### src/rtl/mesi_pkg.sv
// Shared encodings for the MESI bus controller: BUS message fields, snoop CPU events,
// listener reply codes, FSM states and small decode helpers.
package mesi_pkg;

  localparam logic [2:0] BUS_NONE    = 3'b000;
  localparam logic [2:0] BUS_RD_MISS = 3'b001;
  localparam logic [2:0] BUS_WR_MISS = 3'b010;
  localparam logic [2:0] BUS_WB      = 3'b011;
  localparam logic [2:0] BUS_INV     = 3'b100;

  localparam logic [4:0] EV_NONE = 5'b00000;
  localparam logic [4:0] EV_RM   = 5'b00001;
  localparam logic [4:0] EV_WM   = 5'b00100;
  localparam logic [4:0] EV_INV  = 5'b10000;

  localparam logic [2:0] RPL_ABORT = 3'b010;
  localparam logic [2:0] RPL_WB    = 3'b001;

  typedef enum logic [3:0] {
    ST_IDLE,
    ST_GRANT,
    ST_DECODE,
    ST_WB_REQ,
    ST_SNOOP,
    ST_COLLECT,
    ST_WB_SNP,
    ST_MEM_RD,
    ST_DONE
  } state_e;

  typedef struct packed {
    logic rd;
    logic wr;
    logic wb;
    logic inv;
  } bus_flags_t;

  // Both 3-bit fields of a BUS message are decoded independently and OR-ed.
  function automatic bus_flags_t decode_bus(input logic [5:0] msg);
    bus_flags_t f;
    f.rd  = (msg[2:0] == BUS_RD_MISS) || (msg[5:3] == BUS_RD_MISS);
    f.wr  = (msg[2:0] == BUS_WR_MISS) || (msg[5:3] == BUS_WR_MISS);
    f.wb  = (msg[2:0] == BUS_WB)      || (msg[5:3] == BUS_WB);
    f.inv = (msg[2:0] == BUS_INV)     || (msg[5:3] == BUS_INV);
    return f;
  endfunction

  function automatic logic [4:0] snoop_event(input bus_flags_t f);
    if (f.wr)       return EV_WM;
    else if (f.rd)  return EV_RM;
    else if (f.inv) return EV_INV;
    else            return EV_NONE;
  endfunction

  // Operands are always below n, so one conditional subtract implements mod n.
  function automatic int unsigned wrap_add(input int unsigned a, input int unsigned b,
                                           input int unsigned n);
    int unsigned s;
    s = a + b;
    return (s >= n) ? s - n : s;
  endfunction

endpackage

### src/rtl/mesi_bus_controller_arbiter.sv
// Round-robin arbiter: first set request at or after rr_ptr, wrapping, as one-hot plus index.
module mesi_rr_arbiter
  import mesi_pkg::*;
#(
  parameter int unsigned N = 3
) (
  input  logic [N-1:0]         req,
  input  logic [$clog2(N)-1:0] rr_ptr,
  output logic                 valid,
  output logic [N-1:0]         grant,
  output logic [$clog2(N)-1:0] idx
);

  localparam int unsigned IW = $clog2(N);

  always_comb begin
    valid = 1'b0;
    grant = '0;
    idx   = '0;
    for (int unsigned i = 0; i < N; i++) begin
      if (!valid && req[wrap_add(32'(rr_ptr), i, N)]) begin
        valid = 1'b1;
        grant[wrap_add(32'(rr_ptr), i, N)] = 1'b1;
        idx   = IW'(wrap_add(32'(rr_ptr), i, N));
      end
    end
  end

endmodule

### src/rtl/mesi_bus_controller.sv
// MESI shared-bus controller: grants the bus, decodes the emitter's BUS message, broadcasts
// snoop events, collects listener replies and sequences memory write-back / fill.
module mesi_bus_controller
  import mesi_pkg::*;
#(
  parameter int unsigned N_CACHES = 3
) (
  input  logic                    CLK,
  input  logic                    CLR,
  input  logic [N_CACHES-1:0]     req,
  input  logic [6*N_CACHES-1:0]   req_bus,
  input  logic [6*N_CACHES-1:0]   snoop_bus,
  input  logic [N_CACHES-1:0]     snoop_hit,
  input  logic                    mem_ack,
  output logic [N_CACHES-1:0]     controle,
  output logic [5*N_CACHES-1:0]   cpu_event,
  output logic                    shared_out,
  output logic                    mem_rd,
  output logic                    mem_wr,
  output logic [N_CACHES-1:0]     done
);

  localparam int unsigned IW = $clog2(N_CACHES);

  state_e                state_q, state_d;
  logic [IW-1:0]         rr_ptr_q, rr_ptr_d;
  logic [IW-1:0]         gnt_idx_q, gnt_idx_d;
  bus_flags_t            flags_q, flags_d;
  logic                  abort_q, abort_d;
  logic [N_CACHES-1:0]   controle_q, controle_d;
  logic [5*N_CACHES-1:0] cpu_event_q, cpu_event_d;
  logic                  shared_out_q, shared_out_d;
  logic                  mem_rd_q, mem_rd_d;
  logic                  mem_wr_q, mem_wr_d;
  logic [N_CACHES-1:0]   done_q, done_d;

  logic                  arb_valid;
  logic [N_CACHES-1:0]   arb_grant;
  logic [IW-1:0]         arb_idx;

  bus_flags_t            dec, flags_cur;
  logic [5:0]            cur_msg;
  logic                  abort_now, lwb_now;

  mesi_rr_arbiter #(.N(N_CACHES)) u_arb (
    .req    (req),
    .rr_ptr (rr_ptr_q),
    .valid  (arb_valid),
    .grant  (arb_grant),
    .idx    (arb_idx)
  );

  always_comb begin
    state_d   = state_q;
    rr_ptr_d  = rr_ptr_q;
    gnt_idx_d = gnt_idx_q;
    flags_d   = flags_q;
    abort_d   = abort_q;

    cur_msg   = req_bus[6*gnt_idx_q +: 6];
    dec       = decode_bus(cur_msg);
    // The message is latched in DECODE, so that cycle must act on the live decode.
    flags_cur = (state_q == ST_DECODE) ? dec : flags_q;

    abort_now = 1'b0;
    lwb_now   = 1'b0;
    for (int unsigned i = 0; i < N_CACHES; i++) begin
      if (snoop_bus[6*i+3 +: 3] == RPL_ABORT) abort_now = 1'b1;
      if (snoop_bus[6*i   +: 3] == RPL_WB)    lwb_now   = 1'b1;
    end

    unique case (state_q)
      ST_IDLE: begin
        if (arb_valid) begin
          gnt_idx_d = arb_idx;
          state_d   = ST_GRANT;
        end
      end
      ST_GRANT: begin
        rr_ptr_d = IW'(wrap_add(32'(gnt_idx_q), 32'd1, N_CACHES));
        state_d  = ST_DECODE;
      end
      ST_DECODE: begin
        flags_d = dec;
        if (!(flags_cur.rd || flags_cur.wr || flags_cur.wb || flags_cur.inv)) state_d = ST_DONE;
        else if (flags_cur.wb) state_d = ST_WB_REQ;
        else                   state_d = ST_SNOOP;
      end
      ST_WB_REQ: begin
        if (mem_ack)
          state_d = (flags_q.rd || flags_q.wr || flags_q.inv) ? ST_SNOOP : ST_DONE;
      end
      ST_SNOOP: state_d = ST_COLLECT;
      ST_COLLECT: begin
        abort_d = abort_now;
        if (lwb_now)                                     state_d = ST_WB_SNP;
        else if ((flags_q.rd || flags_q.wr) && !abort_now) state_d = ST_MEM_RD;
        else                                             state_d = ST_DONE;
      end
      ST_WB_SNP: begin
        if (mem_ack)
          state_d = ((flags_q.rd || flags_q.wr) && !abort_q) ? ST_MEM_RD : ST_DONE;
      end
      ST_MEM_RD: if (mem_ack) state_d = ST_DONE;
      ST_DONE:   state_d = ST_IDLE;
      default:   state_d = ST_IDLE;
    endcase

    // Outputs are registered, so they are derived from the state being entered.
    controle_d   = '0;
    shared_out_d = 1'b0;
    cpu_event_d  = '0;
    done_d       = '0;
    mem_wr_d     = (state_d == ST_WB_REQ) || (state_d == ST_WB_SNP);
    mem_rd_d     = (state_d == ST_MEM_RD);
    if (state_d == ST_GRANT) begin
      controle_d   = arb_grant;
      shared_out_d = |(snoop_hit & ~arb_grant);
    end
    if (state_d == ST_SNOOP) begin
      for (int unsigned j = 0; j < N_CACHES; j++) begin
        if (j != 32'(gnt_idx_q)) cpu_event_d[5*j +: 5] = snoop_event(flags_cur);
      end
    end
    if (state_d == ST_DONE) done_d[gnt_idx_q] = 1'b1;
  end

  always_ff @(posedge CLK or posedge CLR) begin
    if (CLR) begin
      state_q      <= ST_IDLE;
      rr_ptr_q     <= '0;
      gnt_idx_q    <= '0;
      flags_q      <= '0;
      abort_q      <= 1'b0;
      controle_q   <= '0;
      cpu_event_q  <= '0;
      shared_out_q <= 1'b0;
      mem_rd_q     <= 1'b0;
      mem_wr_q     <= 1'b0;
      done_q       <= '0;
    end else begin
      state_q      <= state_d;
      rr_ptr_q     <= rr_ptr_d;
      gnt_idx_q    <= gnt_idx_d;
      flags_q      <= flags_d;
      abort_q      <= abort_d;
      controle_q   <= controle_d;
      cpu_event_q  <= cpu_event_d;
      shared_out_q <= shared_out_d;
      mem_rd_q     <= mem_rd_d;
      mem_wr_q     <= mem_wr_d;
      done_q       <= done_d;
    end
  end

  assign controle   = controle_q;
  assign cpu_event  = cpu_event_q;
  assign shared_out = shared_out_q;
  assign mem_rd     = mem_rd_q;
  assign mem_wr     = mem_wr_q;
  assign done       = done_q;

endmodule
### config.mk
export PLATFORM = sky130hd
export DESIGN_NAME = mesi_bus_controller
export DESIGN_NICKNAME = d
export VERILOG_FILES = /design/src/rtl/mesi_pkg.sv /design/src/rtl/mesi_bus_controller_arbiter.sv /design/src/rtl/mesi_bus_controller.sv
export SDC_FILE = /design/constraint.sdc
export NUM_CORES = 1
export LEC_CHECK = 0
export BUFFER_PORTS_ARGS = -buffer_cell sky130_fd_sc_hd__buf_4
export CORE_MARGIN = 2
export CORE_UTILIZATION = 52
export CTS_BUF_LIST = sky130_fd_sc_hd__clkbuf_8
export DETAILED_ROUTE_END_ITERATION = 7
export PLACE_DENSITY = 0.88
export SLEW_MARGIN = 40
export SYNTH_ARGS = -nofsm -noshare
export SYNTH_HDL_FRONTEND = slang
export SYNTH_HIERARCHICAL = 1
export SYNTH_SLANG_ARGS = --single-unit
### constraint.sdc
create_clock -name CLK -period 2.8 [get_ports CLK]
set_clock_uncertainty 0.2 [all_clocks]
set_input_delay 0.56 -clock CLK [delete_from_list [all_inputs] [get_ports CLK]]
set_output_delay 0.56 -clock CLK [all_outputs]
set_load 0.05 [all_outputs]
==> summary.txt <==
Drt
  – Vias: 1885
  – Initial DRC Count: 147
  – Post-Route WL: 5006 microns
  – Post-route ant nets: 0
  – Drt first pass iters: 4
  – Routed wire length per instance: 14.85 microns
  – # DRC: 0
  – Via/cell ratio: 5.593

STA
  – Worst slew margin: 57.06%
  – Post-route clock period utilization: 92.69%
  – Final setup vio count: 0
  – Final hold violation count: 0
  – Max-slew violation count: 0
  – Fin Setup TNS: 0 ns
  – F_max: 0.3853 GHz
  – Fin crit period: 2.595 ns
  – RSZ-0062 raised after global routing: false
  – Slew @ Worst Pin: approximately 0.63 ns

Finish
  – Most frequent cells in the layout: buf_4 (68), dfrtp_1 (30), nor2_1 (23)
  – Share of post-route cells with drive strength above 1: 31.83%
  – Nets: 340
  – Commonest non-fill, non-tap cell in the layout: buf_4
  – Diode count: 0
  – Sequential cell area: ~750 sq um
  – Layout area overhead: 29.81%
  – Filler cells: 292
  – Multi-input gate area: between 1000 and 1500 sq um

Global route
  – Total Routing Usage GR: 24.26%
  – Antenna violations before repair: 0
  – GRT met1 Usage: 28.49%
  – Vias in the first global route: 1787
  – Met3 Usage GRT: 4.429%
  – First-pass GRT wire length: between 8000 and 9000 microns
  – GR Overflow Total: 0
  – Busiest grt layer: met2
  – Largest net degree at the start of global routing: 31
  – M2 GR Usage: about 44%

Min path
  – Worst Hold Class: input pin to async pin

Synthesis
  – Yosys warning count: 6
  – Distinct cell type count after synthesis: 61
  – Post-synth EDFFs: 0
  – Sequential-to-total area share from yosys stat: 37.34%
  – Post-synthesis sequential element count: 30
  – Post-Synthesis Cells: 224
  – Top_reg_cell synth: dfrtp_1
  – Post-synth ARST share: 100.0%
  – Mapped Area: 2011 sq um
  – Per-instance average area after synthesis: 8.976 sq um

Power and ir drop
  – PwrDens: 1011 nW/um^2
  – Total power: around 2.6 mW
  – Peak supply drop: 0.5210 mV
  – Lkg Pwr: ~1.3 nW

Clocking
  – Clock sink count: 30
  – CTS tree: yes
  – Cts bufs inserted: 5
  – Clock root cell: clkbuf_8
  – Worst-path clk slew: 0.07 ns
  – # hold bufs at CTS: 0
  – Clock Latency Late Sink: 0.28 ns
  – Post-CTS setup buffers: 0
  – H-Tree Depth: 2
  – Bufs on Longest Clock Path: 2

Placement
  – Final GP Congestion: 0.9240
  – IO Port Bufs: 62
  – Hpwl dp: 3827 microns

Die
  – Cell Rows: 22
  – Starting density of the core: 54.51%
  – Die W: between 60 and 70 microns
  – Core area: 3689 sq um
  – Die ar.: about 4400 sq um
  – Die Span Y: ~66 microns
  – # IOs: slightly below 70

Run
  – Number of max-cap violations: 0

Critical path
  – Crit start category: flop
  – Worst EP required: between 2 and 3 ns
  – Crit end category: flop
  – Critical Path AT: roughly 2.6 ns
  – Critical-path maximum fanout: 7
  – Cells on worst reg2reg path: 6
  – WS Path Type: flop to flop

Status
  – Outcome: complete, no violations
synth_stat cells (all sizes together) (2+ instances only):
master   number  share of area, %
dfrtp        30                37
nor2         23               4.3
nand2        17               3.2
a21oi        14               3.5
inv          14               2.6
buf          10               3.5
o21ai         9               2.2
ha            7               4.4
and2          6               1.9
clkbuf        6               1.6
mux2i         6               4.2
nand3         6               1.7
nand2b        5               1.6
mux2          4               2.2
nor3          4               1.0
o2bb2ai       4               1.7
a22oi         3               1.1
a31oi         3              0.93
and3          3              0.93
nor2b         3              0.93
or2           3              0.93
or4b          3               1.5
a211oi        2              0.75
a22o          2              0.93
nand4         2              0.62
nor3b         2              0.75
o21bai        2              0.75
o221ai        2              0.87
o22ai         2              0.62
o31ai         2              0.75
o41ai         2               1.2
or3           2              0.62
or4           2              0.75
registers in the layout, summed over array words and instances (netlist names):
register and cells:
abort_q 1, controle 3, cpu_event 9, done 3
flags_q 3, gnt_idx_q 2, mem_rd 1, mem_wr 1
rr_ptr_q 2, shared_out 1, state_q 4
stage by stage:
step / area, sq um / hold slack [ns] / cells / setup WS [ns] / utilization (%)
finish: 2610 / 0.1488 / 337 / 0.2046 / 70.76
global route: 2610 / 0.2024 / 337 / 0.02655 / 70.76
CTS: 2606 / 0.1635 / 337 / 0.1374 / 70.66
detailed placement: 2496 / 0.3099 / 329 / 0.1622 / 67.67
global placement: 2496 / 0.3098 / 329 / 0.2347 / 67.67
floorplan: 2029 / 0.2891 / 229 / 0.2965 / -
what timing repair did:
| action | CTS | global route |
|---|---|---|
| endpoints found under the hold margin | 0 | 0 |
| endpoints found under the setup margin | 0 | 5 |
| gates resized for setup | 0 | 1 |
layer usage:
| metal | up-vias | share of wire [%] | routed length, microns |
|---|---|---|---|
| li1 | 923 | - | - |
| met1 | 888 | 42 | 2082 |
| met2 | 67 | 51 | 2573 |
| met3 | 7 | 5.7 | 283 |
| met4 | 0 | 1.3 | 66 |
| met5 | - | 0 | 0 |
path summary, 6_finish.rpt:
path / startpoint / end / slack [ns]
worst max register to register: gnt_idx_q[0]$_DFFE_PP0P_ / cpu_event[14]$_DFF_PP0_ / 0.20
max in group asynchronous: CLR / state_q[3]$_DFF_PP0_ / 1.98
worst min register to register: abort_q$_DFFE_PP0P_ / abort_q$_DFFE_PP0P_ / 0.34
worst max-delay path: gnt_idx_q[0]$_DFFE_PP0P_ / cpu_event[14]$_DFF_PP0_ / 0.20
worst min-delay path: CLR / flags_q[0]$_DFF_PP0_ / 0.15
min in group CLK: abort_q$_DFFE_PP0P_ / abort_q$_DFFE_PP0P_ / 0.34
layout make-up:
cell class,count,share of cell area [%]
clock buffers,8,4.219
inverters,14,2.013
multi-input cells,169,43.14
flip-flops and latches,30,28.76
well taps,48,2.301
repair buffers,68,19.56
worst max-delay path, cell delays in order, from the launching register on:
cell and delay [ns]:
dfrtp_1 0.44, nor2b_1 0.44, a22oi_1 0.22, or4_1 0.56
nand3_2 0.12, or3b_1 0.40, nor2_1 0.14
power by group:
part,leakage (nW),internal (mW),switching (mW)
combinational,0.801,0.603,0.978
sequential,0.401,0.560,0.0873
clock,0.0575,0.248,0.161
kinds of logic after synthesis:
group | synth area share, %
and+or+nand+nor | 23.65
AOI/OAI and AO/OA | 20.22
buffers and inverters | 7.778
DFF | 37.34
muxes | 6.471
adders and majority gates | 4.356
other | 0.1865
No activity file was read; power rests on OpenSTA's default activity.
